[src/rtl/tb_ctrl_pkg.sv]
// -----------------------------------------------------------------------------
// tb_ctrl_pkg
// Shared encodings for the CPU step controller: the 2-bit debug mode requested
// by the front panel and the controller FSM states. Imported by cpu_step_ctrl.
// -----------------------------------------------------------------------------
package tb_ctrl_pkg;

  // Debug mode as driven on the mode input.
  typedef enum logic [1:0] {
    MODE_RUN        = 2'b00,
    MODE_PHASE_STEP = 2'b01,
    MODE_INSTR_STEP = 2'b10,
    MODE_HALT       = 2'b11
  } mode_e;

  // Controller FSM states.
  typedef enum logic [2:0] {
    ST_STOP    = 3'd0,
    ST_RUN     = 3'd1,
    ST_STEP_PH = 3'd2,
    ST_STEP_IN = 3'd3,
    ST_BREAK   = 3'd4
  } state_e;

  // True for the states that are allowed to hand cpuCe through to the core.
  function automatic logic is_active(state_e s);
    return (s == ST_RUN) || (s == ST_STEP_PH) || (s == ST_STEP_IN);
  endfunction

endpackage

[src/rtl/bp_match.sv]
// -----------------------------------------------------------------------------
// bp_match
// Breakpoint comparator array. Each enabled slot compares its address with
// the current pc; when several slots match, the lowest slot index is reported.
//
// Ports:
//   pc      in  PC_W         current core program counter
//   bp_addr in  NUM_BP*PC_W  slot i at bits [i*PC_W +: PC_W]
//   bp_en   in  NUM_BP       per-slot enable
//   hit     out 1            at least one enabled slot matches
//   idx     out IDX_W        lowest matching slot (0 when no hit)
// -----------------------------------------------------------------------------
module bp_match #(
  parameter int PC_W   = 12,
  parameter int NUM_BP = 2,
  localparam int IDX_W = (NUM_BP > 1) ? $clog2(NUM_BP) : 1
) (
  input  logic [PC_W-1:0]        pc,
  input  logic [NUM_BP*PC_W-1:0] bp_addr,
  input  logic [NUM_BP-1:0]      bp_en,
  output logic                   hit,
  output logic [IDX_W-1:0]       idx
);

  // Scan from the highest slot down so the lowest matching slot is the last
  // one written and therefore wins.
  always_comb begin
    hit = 1'b0;
    idx = '0;
    for (int i = NUM_BP - 1; i >= 0; i--) begin
      if (bp_en[i] && (pc == bp_addr[i*PC_W +: PC_W])) begin
        hit = 1'b1;
        idx = IDX_W'(i);
      end
    end
  end

endmodule

[src/rtl/cpu_step_ctrl.sv]
// -----------------------------------------------------------------------------
// cpu_step_ctrl
// Run / single-step / breakpoint controller for a micro-phased CPU core. It
// gates the clock controller's cpuCe tick into coreCe, tracks the micro-phase
// within the current instruction and counts retired instructions.
//
// Ports:
//   clk      in  1            system clock, rising edge
//   rst      in  1            synchronous active-high reset
//   cpuCe    in  1            one-clk tick from the clock controller
//   mode     in  2            00 RUN, 01 PHASE_STEP, 10 INSTR_STEP, 11 HALT
//   stepReq  in  1            one-clk step request
//   resume   in  1            one-clk pulse leaving BREAK
//   pc       in  PC_W         current core program counter
//   bpAddr   in  NUM_BP*PC_W  breakpoint addresses
//   bpEn     in  NUM_BP       breakpoint enables
//   coreCe   out 1            gated enable to pc/rom/alu/register blocks
//   cycle    out CYC_W        current micro-phase
//   sync     out 1            last phase of the instruction
//   halted   out 1            controller is in STOP or BREAK
//   bpHit    out 1            controller is in BREAK
//   bpIdx    out IDX_W        slot that caused the last break
//   instrCnt out CNT_W        retired-instruction count (wraps)
// -----------------------------------------------------------------------------
module cpu_step_ctrl
  import tb_ctrl_pkg::*;
#(
  parameter int PHASES = 8,
  parameter int PC_W   = 12,
  parameter int NUM_BP = 2,
  parameter int CNT_W  = 16,
  localparam int CYC_W = (PHASES > 1) ? $clog2(PHASES) : 1,
  localparam int IDX_W = (NUM_BP > 1) ? $clog2(NUM_BP) : 1
) (
  input  logic                   clk,
  input  logic                   rst,
  input  logic                   cpuCe,
  input  logic [1:0]             mode,
  input  logic                   stepReq,
  input  logic                   resume,
  input  logic [PC_W-1:0]        pc,
  input  logic [NUM_BP*PC_W-1:0] bpAddr,
  input  logic [NUM_BP-1:0]      bpEn,
  output logic                   coreCe,
  output logic [CYC_W-1:0]       cycle,
  output logic                   sync,
  output logic                   halted,
  output logic                   bpHit,
  output logic [IDX_W-1:0]       bpIdx,
  output logic [CNT_W-1:0]       instrCnt
);

  localparam logic [CYC_W-1:0] LAST_PHASE = CYC_W'(PHASES - 1);

  state_e           state;
  state_e           state_next;
  mode_e            mode_cur;
  logic             skip_bp;
  logic             match_hit;
  logic [IDX_W-1:0] match_idx;
  logic             break_now;
  logic             core_en;
  logic             take_break;

  assign mode_cur = mode_e'(mode);
  assign sync     = (cycle == LAST_PHASE);

  bp_match #(
    .PC_W   (PC_W),
    .NUM_BP (NUM_BP)
  ) u_bp_match (
    .pc      (pc),
    .bp_addr (bpAddr),
    .bp_en   (bpEn),
    .hit     (match_hit),
    .idx     (match_idx)
  );

  // Breakpoints only fire at an instruction boundary while running freely.
  // skip_bp lets the instruction we just broke on execute after a resume.
  assign break_now = (state == ST_RUN) && (cycle == '0) && !skip_bp && match_hit;

  // Next-state and core enable. The enable is built per state so that the
  // two cases that must swallow a tick (breakpoint hit, PHASE_STEP selected
  // while running) simply never raise it.
  always_comb begin
    state_next = state;
    core_en    = 1'b0;
    take_break = 1'b0;
    case (state)
      ST_STOP: begin
        if (mode_cur == MODE_RUN) begin
          state_next = ST_RUN;
        end else if (stepReq) begin
          if (mode_cur == MODE_PHASE_STEP) begin
            state_next = ST_STEP_PH;
          end else if (mode_cur == MODE_INSTR_STEP) begin
            state_next = ST_STEP_IN;
          end
        end
      end
      ST_RUN: begin
        if (mode_cur == MODE_PHASE_STEP) begin
          state_next = ST_STOP;
        end else if (cpuCe && break_now) begin
          take_break = 1'b1;
          state_next = ST_BREAK;
        end else begin
          core_en = cpuCe;
          // Any other non-RUN mode lets the current instruction finish.
          if ((mode_cur != MODE_RUN) && cpuCe && sync) begin
            state_next = ST_STOP;
          end
        end
      end
      ST_STEP_PH: begin
        core_en = cpuCe;
        if (cpuCe) begin
          state_next = ST_STOP;
        end
      end
      ST_STEP_IN: begin
        core_en = cpuCe;
        if (cpuCe && sync) begin
          state_next = ST_STOP;
        end
      end
      ST_BREAK: begin
        if (resume) begin
          state_next = (mode_cur == MODE_RUN) ? ST_RUN : ST_STOP;
        end
      end
      default: begin
        state_next = ST_STOP;
      end
    endcase
  end

  // Reset overrides the outputs combinationally so nothing leaks to the core
  // in the clock where reset is first seen.
  assign coreCe = core_en && is_active(state) && !rst;
  assign halted = rst || (state == ST_STOP) || (state == ST_BREAK);
  assign bpHit  = !rst && (state == ST_BREAK);

  // State register, phase/instruction counters and breakpoint bookkeeping.
  always_ff @(posedge clk) begin
    if (rst) begin
      state    <= ST_STOP;
      cycle    <= '0;
      instrCnt <= '0;
      skip_bp  <= 1'b0;
      bpIdx    <= '0;
    end else begin
      state <= state_next;
      if (core_en) begin
        cycle <= sync ? '0 : cycle + 1'b1;
        if (sync) begin
          instrCnt <= instrCnt + 1'b1;
        end
      end
      if ((state == ST_BREAK) && resume) begin
        skip_bp <= 1'b1;
      end else if (core_en) begin
        skip_bp <= 1'b0;
      end
      if (take_break) begin
        bpIdx <= match_idx;
      end
    end
  end

endmodule

[config.mk]
export PLATFORM = sky130hd
export DESIGN_NAME = cpu_step_ctrl
export DESIGN_NICKNAME = d
export VERILOG_FILES = /design/src/rtl/tb_ctrl_pkg.sv /design/src/rtl/bp_match.sv /design/src/rtl/cpu_step_ctrl.sv
export SDC_FILE = /design/constraint.sdc
export NUM_CORES = 1
export LEC_CHECK = 0
export BUFFER_PORTS_ARGS = -buffer_cell sky130_fd_sc_hd__buf_4
export CAP_MARGIN = 0
export CORE_MARGIN = 2
export CORE_UTILIZATION = 43
export CTS_CLUSTER_DIAMETER = 60
export CTS_CLUSTER_SIZE = 16
export DETAILED_ROUTE_END_ITERATION = 8
export GPL_ROUTABILITY_DRIVEN = 0
export GPL_TIMING_DRIVEN = 0
export MAX_ROUTING_LAYER = met4
export PLACE_DENSITY = 0.8
export SYNTH_ARGS = -nofsm -noshare
export SYNTH_HDL_FRONTEND = slang
export SYNTH_HIERARCHICAL = 1
export SYNTH_SLANG_ARGS = --single-unit
[constraint.sdc]
create_clock -name clk -period 2.3 [get_ports clk]
set_input_delay 0.345 -clock clk [delete_from_list [all_inputs] [get_ports clk]]
set_output_delay 0.345 -clock clk [all_outputs]
set_load 0.01 [all_outputs]
* Word level (Yosys, flattened, before mapping)
Cells that the tools add are included.
Storage, ports and cells: RAM bits 0, word-level logic and storage cells 73, memories kept 0, bits in read-only memories 0, output and inout bits 24, latch bits 0, input bits 45, flip-flop bits (word level) 24
Cells by class: shift-type cells 0, bitwise gates (word level) 0, divide/modulo/power cells 0, equality and inequality tests 15, add/subtract/negate cells 2, reductions and logical operators 27, multipliers 0, multiplexer cells 24, order comparisons 0
Operators by type and width (count):
- two-way mux 3 bit | 11
- == test 12 bit | 2
- adder 16 x 1 -> 16 bit (second input constant) | 1
- one-hot mux 3 bit (5 select lines) | 1
- logical AND 1 bit | 13
- two-way mux 1 bit | 11
- == test 3 x 2 -> 1 bit (second input constant) | 2
- == test 3 bit (second input constant) | 2
- logical NOT 3 bit | 2
- inequality test 2 bit (second input constant) | 3
- AND reduction 6 bit | 1
- logical OR 1 bit | 4
- inequality test 4 x 1 -> 1 bit (second input constant) | 1
- inequality test 4 bit (second input constant) | 1
- nonzero test 2 bit | 2
- adder 3 x 1 -> 3 bit (second input constant) | 1
- == test 3 x 1 -> 1 bit (second input constant) | 1
- inequality test 3 bit (second input constant) | 1
- == test 2 x 1 -> 1 bit (second input constant) | 1
- == test 2 bit (second input constant) | 1
- logical NOT 1 bit | 2
- logical NOT 2 bit | 1
- one-hot mux 1 bit (2 select lines) | 1
- AND reduction 2 bit | 1
- OR reduction 2 bit | 1

* Longest topological paths before layout
Gate-level depths: netlist of run 1.
depth in word-level cells 11, mapped depth 10

* By module
The synthesis of run 1 kept the hierarchy.
By module, submodules not included:
- cpu_step_ctrl | instances 1, seq. area each 480.5 um^2, cells an instance 155, area each 1320.0 um^2
- bp_match | instances 1, seq. area each 0.0 um^2, cells an instance 36, area each 280.3 um^2

* Worst setup path before layout of run 1
No wires, ideal clock.
path kind input -> output, from input bpAddr[15], to output coreCe, stages 9, arrival time 1.947 ns, setup slack 0.008 ns, cell sequence xnor2_1 > nand3_1 > or4_4 > nand2b_1 > nand4bb_2 > a22oi_2 > buf_6 > buf_2 > nor2_1
On the way: word-level cells in the longest chain between the ends 11
RTL lines:
- start, declared | line cpu_step_ctrl.sv:42 | input logic [NUM_BP*PC_W-1:0] bpAddr,
- == test 12 bit | line bp_match.sv:31 | if (bp_en[i] && (pc == bp_addr[i*PC_W +: PC_W])) begin
- logical AND 1 bit | line bp_match.sv:31
- two-way mux 1 bit (2 in series) | line bp_match.sv:31
- net match_hit | line cpu_step_ctrl.sv:59 | logic match_hit;
- logical AND 1 bit | line cpu_step_ctrl.sv:81 | assign break_now = (state == ST_RUN) && (cycle == '0) && !skip_bp && match_hit;
- logical AND 1 bit | line cpu_step_ctrl.sv:105 | end else if (cpuCe && break_now) begin
- two-way mux 1 bit | line cpu_step_ctrl.sv:105
- two-way mux 1 bit | line cpu_step_ctrl.sv:103 | if (mode_cur == MODE_PHASE_STEP) begin
- one-hot mux 1 bit (2 select lines) | line cpu_step_ctrl.sv:90 | case (state)
- logical AND 1 bit (2 in series) | line cpu_step_ctrl.sv:141 | assign coreCe = core_en && is_active(state) && !rst;
- end, declared | line cpu_step_ctrl.sv:44 | output logic coreCe,
The timed path passes the listed nets, and every way through them passes these cells.

* Worst setup path in the final report of run 1
from input pc[5], to output coreCe
On the way: word-level cells in the longest chain between the ends 11
RTL lines:
- start, declared | line cpu_step_ctrl.sv:41 | input logic [PC_W-1:0] pc,
- == test 12 bit | line bp_match.sv:31
- logical AND 1 bit | line bp_match.sv:31
- two-way mux 1 bit | line bp_match.sv:31
- two-way mux 1 bit * | line bp_match.sv:31
- net match_hit | line cpu_step_ctrl.sv:59
- logical AND 1 bit * | line cpu_step_ctrl.sv:81
- logical AND 1 bit * | line cpu_step_ctrl.sv:105
- two-way mux 1 bit * | line cpu_step_ctrl.sv:105
- two-way mux 1 bit * | line cpu_step_ctrl.sv:103
- one-hot mux 1 bit (2 select lines) * | line cpu_step_ctrl.sv:90
- logical AND 1 bit * (2 in series) | line cpu_step_ctrl.sv:141
Mark *: on every way through the listed nets, which the timed path passes. The rest lies on a longest branch.

==> results of run 1 <==
[sequential cells by signal, summed over array words and instances (netlist names)]
register  count
cycle         3
skip_bp       1
bpIdx         1
state         3
instrCnt     16
[cell usage after synthesis (all sizes together) (2+ instances only)]
cell and count:
nor4 2, inv 7, buf 4, nand4 9
a22oi 2, nor2 14, a21oi 18, or2 2
xnor2 24, or3 4, ha 7, o31ai 11
clkbuf 5, mux2i 3, nand3 5, or4 12
dfxtp 24, o21ai 6, and3 2, nand2 12
[worst paths after layout]
| kind | slack [ns] | end | from | cells past startpoint |
|---|---|---|---|---|
| setup / recovery | -0.08 | coreCe | pc[5] | 10 |
| hold / removal | 0.37 | state[2]$_SDFFE_PP0P_ | resume | 3 |
| setup reg to reg | 0.17 | instrCnt[9]$_SDFFE_PP0P_ | cycle[0]$_SDFFE_PP0P_ | 7 |
| hold reg to reg | 0.50 | instrCnt[15]$_SDFFE_PP0P_ | instrCnt[15]$_SDFFE_PP0P_ | 2 |
[report_power, final]
part | leakage (nW) | internal (mW) | total (mW) | switching (mW)
sequential | 0.194 | 0.421 | 0.430 | 0.00919
combinational | 0.740 | 0.130 | 0.232 | 0.102
clock | 0.0288 | 0.153 | 0.288 | 0.135
total | 0.963 | 0.704 | 0.950 | 0.246
[cell type report]
cell class / instances / share of cell area (%)
multi-input cells: 151 / 47.5
flip-flops and latches: 24 / 20.2
repair buffers: 72 / 24.3
well taps: 48 / 2.53
inverters: 7 / 1.11
plain buffers: 8 / 2.00
clock buffers: 4 / 2.32
[cells by family after synthesis]
logic type / Yosys count
AND/OR/NAND/NOR: 74
AO/OA/AOI/OAI: 42
XOR/XNOR: 24
flip-flops: 24
buffers and inverters: 16
adder cells (fa/ha/maj): 7
multiplexers: 4
[critical path, cell delays in order]
cell	delay [ns]
buf_8	0.10
xnor2_2	0.16
nand4_1	0.11
or4_4	0.55
nand2b_4	0.10
nand4bb_4	0.13
a22oi_2	0.23
buf_6	0.15
nor2_4	0.03
buf_6	0.13
[through the flow]
stage,TNS [ns],instances,instance area [um2]
after detailed placement,-6.28,307,2170
after CTS,-0.0971,313,2310
final,-0.0796,314,2380
after global routing,-0.165,314,2380
after global placement,-5.74,307,2170
after floorplan,0,191,1600
[routing by layer]
metal / global-route usage, % / up-vias / wire [um]
li1: - / 854 / -
met1: 23.0 / 799 / 1720
met2: 39.9 / 54 / 2310
met3: 2.08 / 8 / 170
met4: 7.18 / 0 / 92
met5: - / - / 0
[what timing repair did]
item / CTS / global route
resized for setup: 12 / 13
setup buffers: 3 / 1
pin swaps: 7 / 3
endpoints found under the hold margin: 0 / 0
setup endpoints to repair: 12 / 10
==> impl_metrics.csv, run 1 <==
group,metric,value,unit
grt,grt-ovfl-total,0,
floorplanning,die_area,4230,um2
floorplanning,die_height,65.0,um
pwr,design_power_total,950,uW
synthesis,async_flop_share,0,%
clocking,cts.path.max_buffers,2,
synthesis,synth_area_leader,"dfxtp_1",
cells_and_area,layout.nets,319,
synthesis,synth_xor_area_share,13.1,%
synthesis,synth.net_count,243,
synthesis,synth_ff_type,"dfxtp_1",
cells_and_area,post_route_cells_drive_above_1_share,36.5,%
pwr,power.leakage,0.963,nW
grt,pin_count_of_the_biggest_net_entering_global_routing,19,
clocking,cts_hold_repair.buffers,0,
sta,maxSlewViolCount,0,
pwr,pwr_density_cell,400,nW/um2
detailed_routing,average_routed_wire_per_standard_cell,13.7,um
grt,first_pass_grt_wire_length,6.89,mm
synthesis,synth.area.top_cells,"dfxtp_1, xnor2_1, a21oi_1",
detailed_routing,ant_nets,0,
detailed_routing,vias,1715,
detailed_routing,via_per_inst,5.46,
sta,final-hold-violation-count,0,
flow_run,drv_cap,0,
synthesis,synth-compound-area-share,16.6,%
detailed_routing,drt_pre_antenna_iters,4,
cells_and_area,area_of_all_sequential_standard_cells,480,um2
sta,max_clock_freq,0.420,GHz
sta,whs,0.372,ns
critical_path,category_of_the_worst_setup_path_capture_point,"output pin",
clocking,h_tree_lvl_count,1,
detailed_routing,drtIter0Drc,102,
synthesis,synth_fa_ha_area_share,5.47,%
cells_and_area,layout-area-overhead-vs-synth,48.5,%
synthesis,synth-seq-cells,24,
cells_and_area,layout.cells.most_common_list,"buf_4, dfxtp_1, a21oi_1, xnor2_1, nor2_1",
synthesis,count_of_warnings_emitted_by_yosys,6,
sta,finalCriticalPeriod,2.38,ns
floorplanning,initial_utilization,44.4,%
floorplanning,dieWidth,65.0,um
synthesis,synth_top_family_by_area,"simple AND/OR/NAND/NOR gates",
grt,groute.usage.overall,21.2,%
clocking,cts_sinks,24,
synthesis,share_of_synthesized_cell_area_in_and_or_nand_and_nor_gates,27.4,%
synthesis,post_synth_mux_area_share,2.58,%
place,post-dp-hpwl,3.23,mm
critical_path,cp_data_required_time,1.96,ns
critical_path,worst-setup-path-type,"primary input to output pin",
cells_and_area,fillCellCount,302,
critical_path,cp_max_fo,3,
cells_and_area,most_common_library_cell_in_the_layout_ignoring_fill_and_taps,"buf_4",
detailed_routing,drc_violations_left,0,
synthesis,yosysSeqAreaShare,30.0,%
outcome,failed_checks,"setup timing",
sta,timing.clock.skew,0.00358,ns
floorplanning,top_level_ports,69,
sta,final_min_period_over_clock_period,103,%
grt,first_global_vias,1643,
synthesis,mappedNetlistArea,1600,um2
sta,setup_viol_count_final,1,
grt,initial_antenna_violation_count,0,
cells_and_area,postLayoutCoreUtil,65.9,%
floorplanning,coreArea,3610,um2
synthesis,ys_types,42,
critical_path,worst_setup_path_start_kind,"primary input",
pwr,max-vdd-ir-drop,0.000215,V
floorplanning,std_cell_rows,22,
place,dpl_worst_slack,-0.496,ns
place,number_of_input_and_output_port_buffers_inserted,68,
outcome,outcome,"complete, but fails checks",
cells_and_area,n_diodes,0,
min_path,timing.hold.worst.class,"primary input to flop",
sta,max_slew.worst_pin.slew,0.518,ns
synthesis,synth_top_area_share,30.0,%
clocking,clk_latency,0.27,ns
synthesis,number_of_synthesized_flops_with_an_enable_pin,0,
clocking,path_clk_slew,0.08,ns
sta,rsz0062_at_grt,"yes",
clocking,cts_buffers,3,
detailed_routing,detail_route.wirelength,4.29,mm
synthesis,netlist_instances,191,
critical_path,arrival,2.03,ns
cells_and_area,area_of_the_multi_input_gates,1130,um2
synthesis,syn-mean-instance-area,8.38,um2
sta,timing.final.ws_setup,-0.0796,ns
clocking,tritoncts,"done",
clocking,root_buffer,"clkbuf_8",
sta,slew_headroom,65.5,%
No activity file was read; power rests on OpenSTA's default activity.
==> run 2: changes to the inputs <==
--- a/config.mk
+++ b/config.mk
@@ -9,6 +9,7 @@
 export CAP_MARGIN = 0
 export CORE_MARGIN = 2
 export CORE_UTILIZATION = 43
+export CTS_BUF_LIST = sky130_fd_sc_hd__clkbuf_16
 export CTS_CLUSTER_DIAMETER = 60
 export CTS_CLUSTER_SIZE = 16
 export DETAILED_ROUTE_END_ITERATION = 8
==> run 2 against run 1 <==
Against the previous run: the flow still finishes with violations (setup timing); setup slack gained 0.010 ns; sequential power hardly changed; sequential cell count unchanged; final area rose by 0.53%; critical endpoint unchanged; highest routed layer unchanged.
==> impl_metrics.csv, run 2 (synthesis results as in run 1) <==
group,metric,value,unit
cells_and_area,area_of_the_multi_input_gates,1130,um2
sta,max_clock_freq,0.422,GHz
clocking,path_clk_slew,0.06,ns
sta,setup_viol_count_final,1,
cells_and_area,most_common_library_cell_in_the_layout_ignoring_fill_and_taps,"buf_4",
detailed_routing,ant_nets,0,
pwr,cell_internal_pwr,781,uW
detailed_routing,detail_route.wirelength,4.28,mm
sta,timing.final.ws_setup,-0.0691,ns
cells_and_area,fillCellCount,308,
cells_and_area,area_of_all_sequential_standard_cells,480,um2
clocking,clk_latency,0.26,ns
floorplanning,die_height,65.0,um
min_path,timing.hold.worst.class,"primary input to flop",
detailed_routing,vias,1703,
pwr,power_frac_clock,36.4,%
sta,setup_tns,-0.0691,ns
clocking,cts_buffers,3,
sta,finalCriticalPeriod,2.37,ns
cells_and_area,top_register,"instrCnt",
clocking,tritoncts,"done",
detailed_routing,average_routed_wire_per_standard_cell,13.7,um
cells_and_area,reg_top3,"instrCnt: 16 flops, cycle: 3 flops, state: 3 flops",
critical_path,cp_max_fo,3,
grt,grt-ovfl-total,0,
grt,groute.usage.overall,21.4,%
critical_path,worst-setup-path-type,"primary input to output pin",
grt,pin_count_of_the_biggest_net_entering_global_routing,19,
clocking,h_tree_lvl_count,1,
pwr,power_frac_seq,41.7,%
critical_path,category_of_the_worst_setup_path_capture_point,"output pin",
pwr,design_power_total,1.03,mW
cells_and_area,design_area,2390,um2
pwr,pwr_density_cell,433,nW/um2
cells_and_area,layout.cells.most_common_list,"buf_4, dfxtp_1, a21oi_1, xnor2_1, nor2_1",
pwr,p_comb_share,22.0,%
grt,first_pass_grt_wire_length,6.97,mm
sta,maxSlewViolCount,0,
place,number_of_input_and_output_port_buffers_inserted,68,
floorplanning,initial_utilization,44.4,%
cells_and_area,n_diodes,0,
cells_and_area,layout-area-overhead-vs-synth,49.3,%
clocking,cts_sinks,24,
sta,timing.clock.skew,0.00297,ns
detailed_routing,drt_pre_antenna_iters,4,
sta,final-hold-violation-count,0,
floorplanning,dieWidth,65.0,um
cells_and_area,max_ffs_per_register,16,
place,postPlaceCellArea,2170,um2
clocking,cts_hold_repair.buffers,0,
place,post-dp-hpwl,3.23,mm
pwr,max-vdd-ir-drop,0.000273,V
detailed_routing,drtIter0Drc,98,
floorplanning,std_cell_rows,22,
sta,max_slew.worst_pin.slew,0.516,ns
clocking,root_buffer,"clkbuf_16",
cells_and_area,post_route_cells_drive_above_1_share,35.8,%
grt,first_global_vias,1652,
detailed_routing,via_per_inst,5.44,
sta,rsz0062_at_grt,"yes",
floorplanning,top_level_ports,69,
pwr,switching_power,253,uW
outcome,outcome,"complete, but fails checks",
cells_and_area,postLayoutCoreUtil,66.2,%
clocking,cts.path.max_buffers,2,
critical_path,arrival,2.02,ns
floorplanning,die_area,4230,um2
pwr,power.leakage,0.967,nW
detailed_routing,drc_violations_left,0,
cells_and_area,layout.nets,318,
sta,final_min_period_over_clock_period,103,%
outcome,failed_checks,"setup timing",
sta,slew_headroom,65.6,%
flow_run,drv_cap,0,
floorplanning,coreArea,3610,um2
critical_path,worst_setup_path_start_kind,"primary input",
pwr,power.switching_fraction,24.4,%
critical_path,cp_data_required_time,1.96,ns
grt,initial_antenna_violation_count,0,
-- run 2: layer usage --
layer / GRT usage, % / share of wire, % / wire (um)
met1: 23.4 / 41 / 1750
met2: 40.5 / 54 / 2320
met3: 2.08 / 3.3 / 140
met4: 6.38 / 1.5 / 63
met5: - / 0 / 0
-- run 2: path summary, 6_finish.rpt --
path	start	endpoint	slack (ns)	cells past startpoint
worst min-delay path	resume	state[2]$_SDFFE_PP0P_	0.39	3
worst max-delay path	pc[5]	coreCe	-0.07	10
worst min register to register	instrCnt[15]$_SDFFE_PP0P_	instrCnt[15]$_SDFFE_PP0P_	0.49	2
worst max register to register	cycle[0]$_SDFFE_PP0P_	instrCnt[9]$_SDFFE_PP0P_	0.15	7
-- run 2: critical path: stages --
cell       delay (ns)
buf_8            0.10
xnor2_2          0.16
nand4_1          0.11
or4_4            0.55
nand2b_4         0.10
nand4bb_4        0.13
a22oi_2          0.23
buf_6            0.14
nor2_4           0.03
buf_6            0.13
-- run 2: final cells by class --
cell class | count | share of cell area, %
Multi-Input combinational cell | 151 | 47.2
Timing Repair Buffer | 71 | 23.7
Sequential cell | 24 | 20.1
Clock buffer | 3 | 3.14
Tap cell | 48 | 2.51
Buffer | 8 | 1.99
Inverter | 7 | 1.10
Clock inverter | 1 | 0.157
-- run 2: power groups by stage --
stage	registers (mW)	logic, mW	clock network [mW]
6_report	0.431	0.227	0.376
5_1_grt	0.432	0.248	0.397
4_1_cts	0.430	0.216	0.379
3_5_place_dp	0.439	0.202	0
3_3_place_gp	0.439	0.198	0
2_1_floorplan	0.438	0.103	0
-- run 2: what timing repair did --
item,4_1_cts,5_1_grt
setup endpoints to repair,15,12
setup buffers,3,1
cloned,0,0
gates resized for setup,12,12
pin swaps,7,3
hold endpoints to repair,0,0
-- run 2: stage by stage --
step | instances | hold WS (ns) | setup WS (ns)
CTS | 313 | 0.385 | -0.0933
global placement | 307 | 0.470 | -0.478
global route | 313 | 0.387 | -0.117
detailed placement | 307 | 0.488 | -0.496
finish | 313 | 0.390 | -0.0691
floorplan | 191 | 0.446 | 0.00765
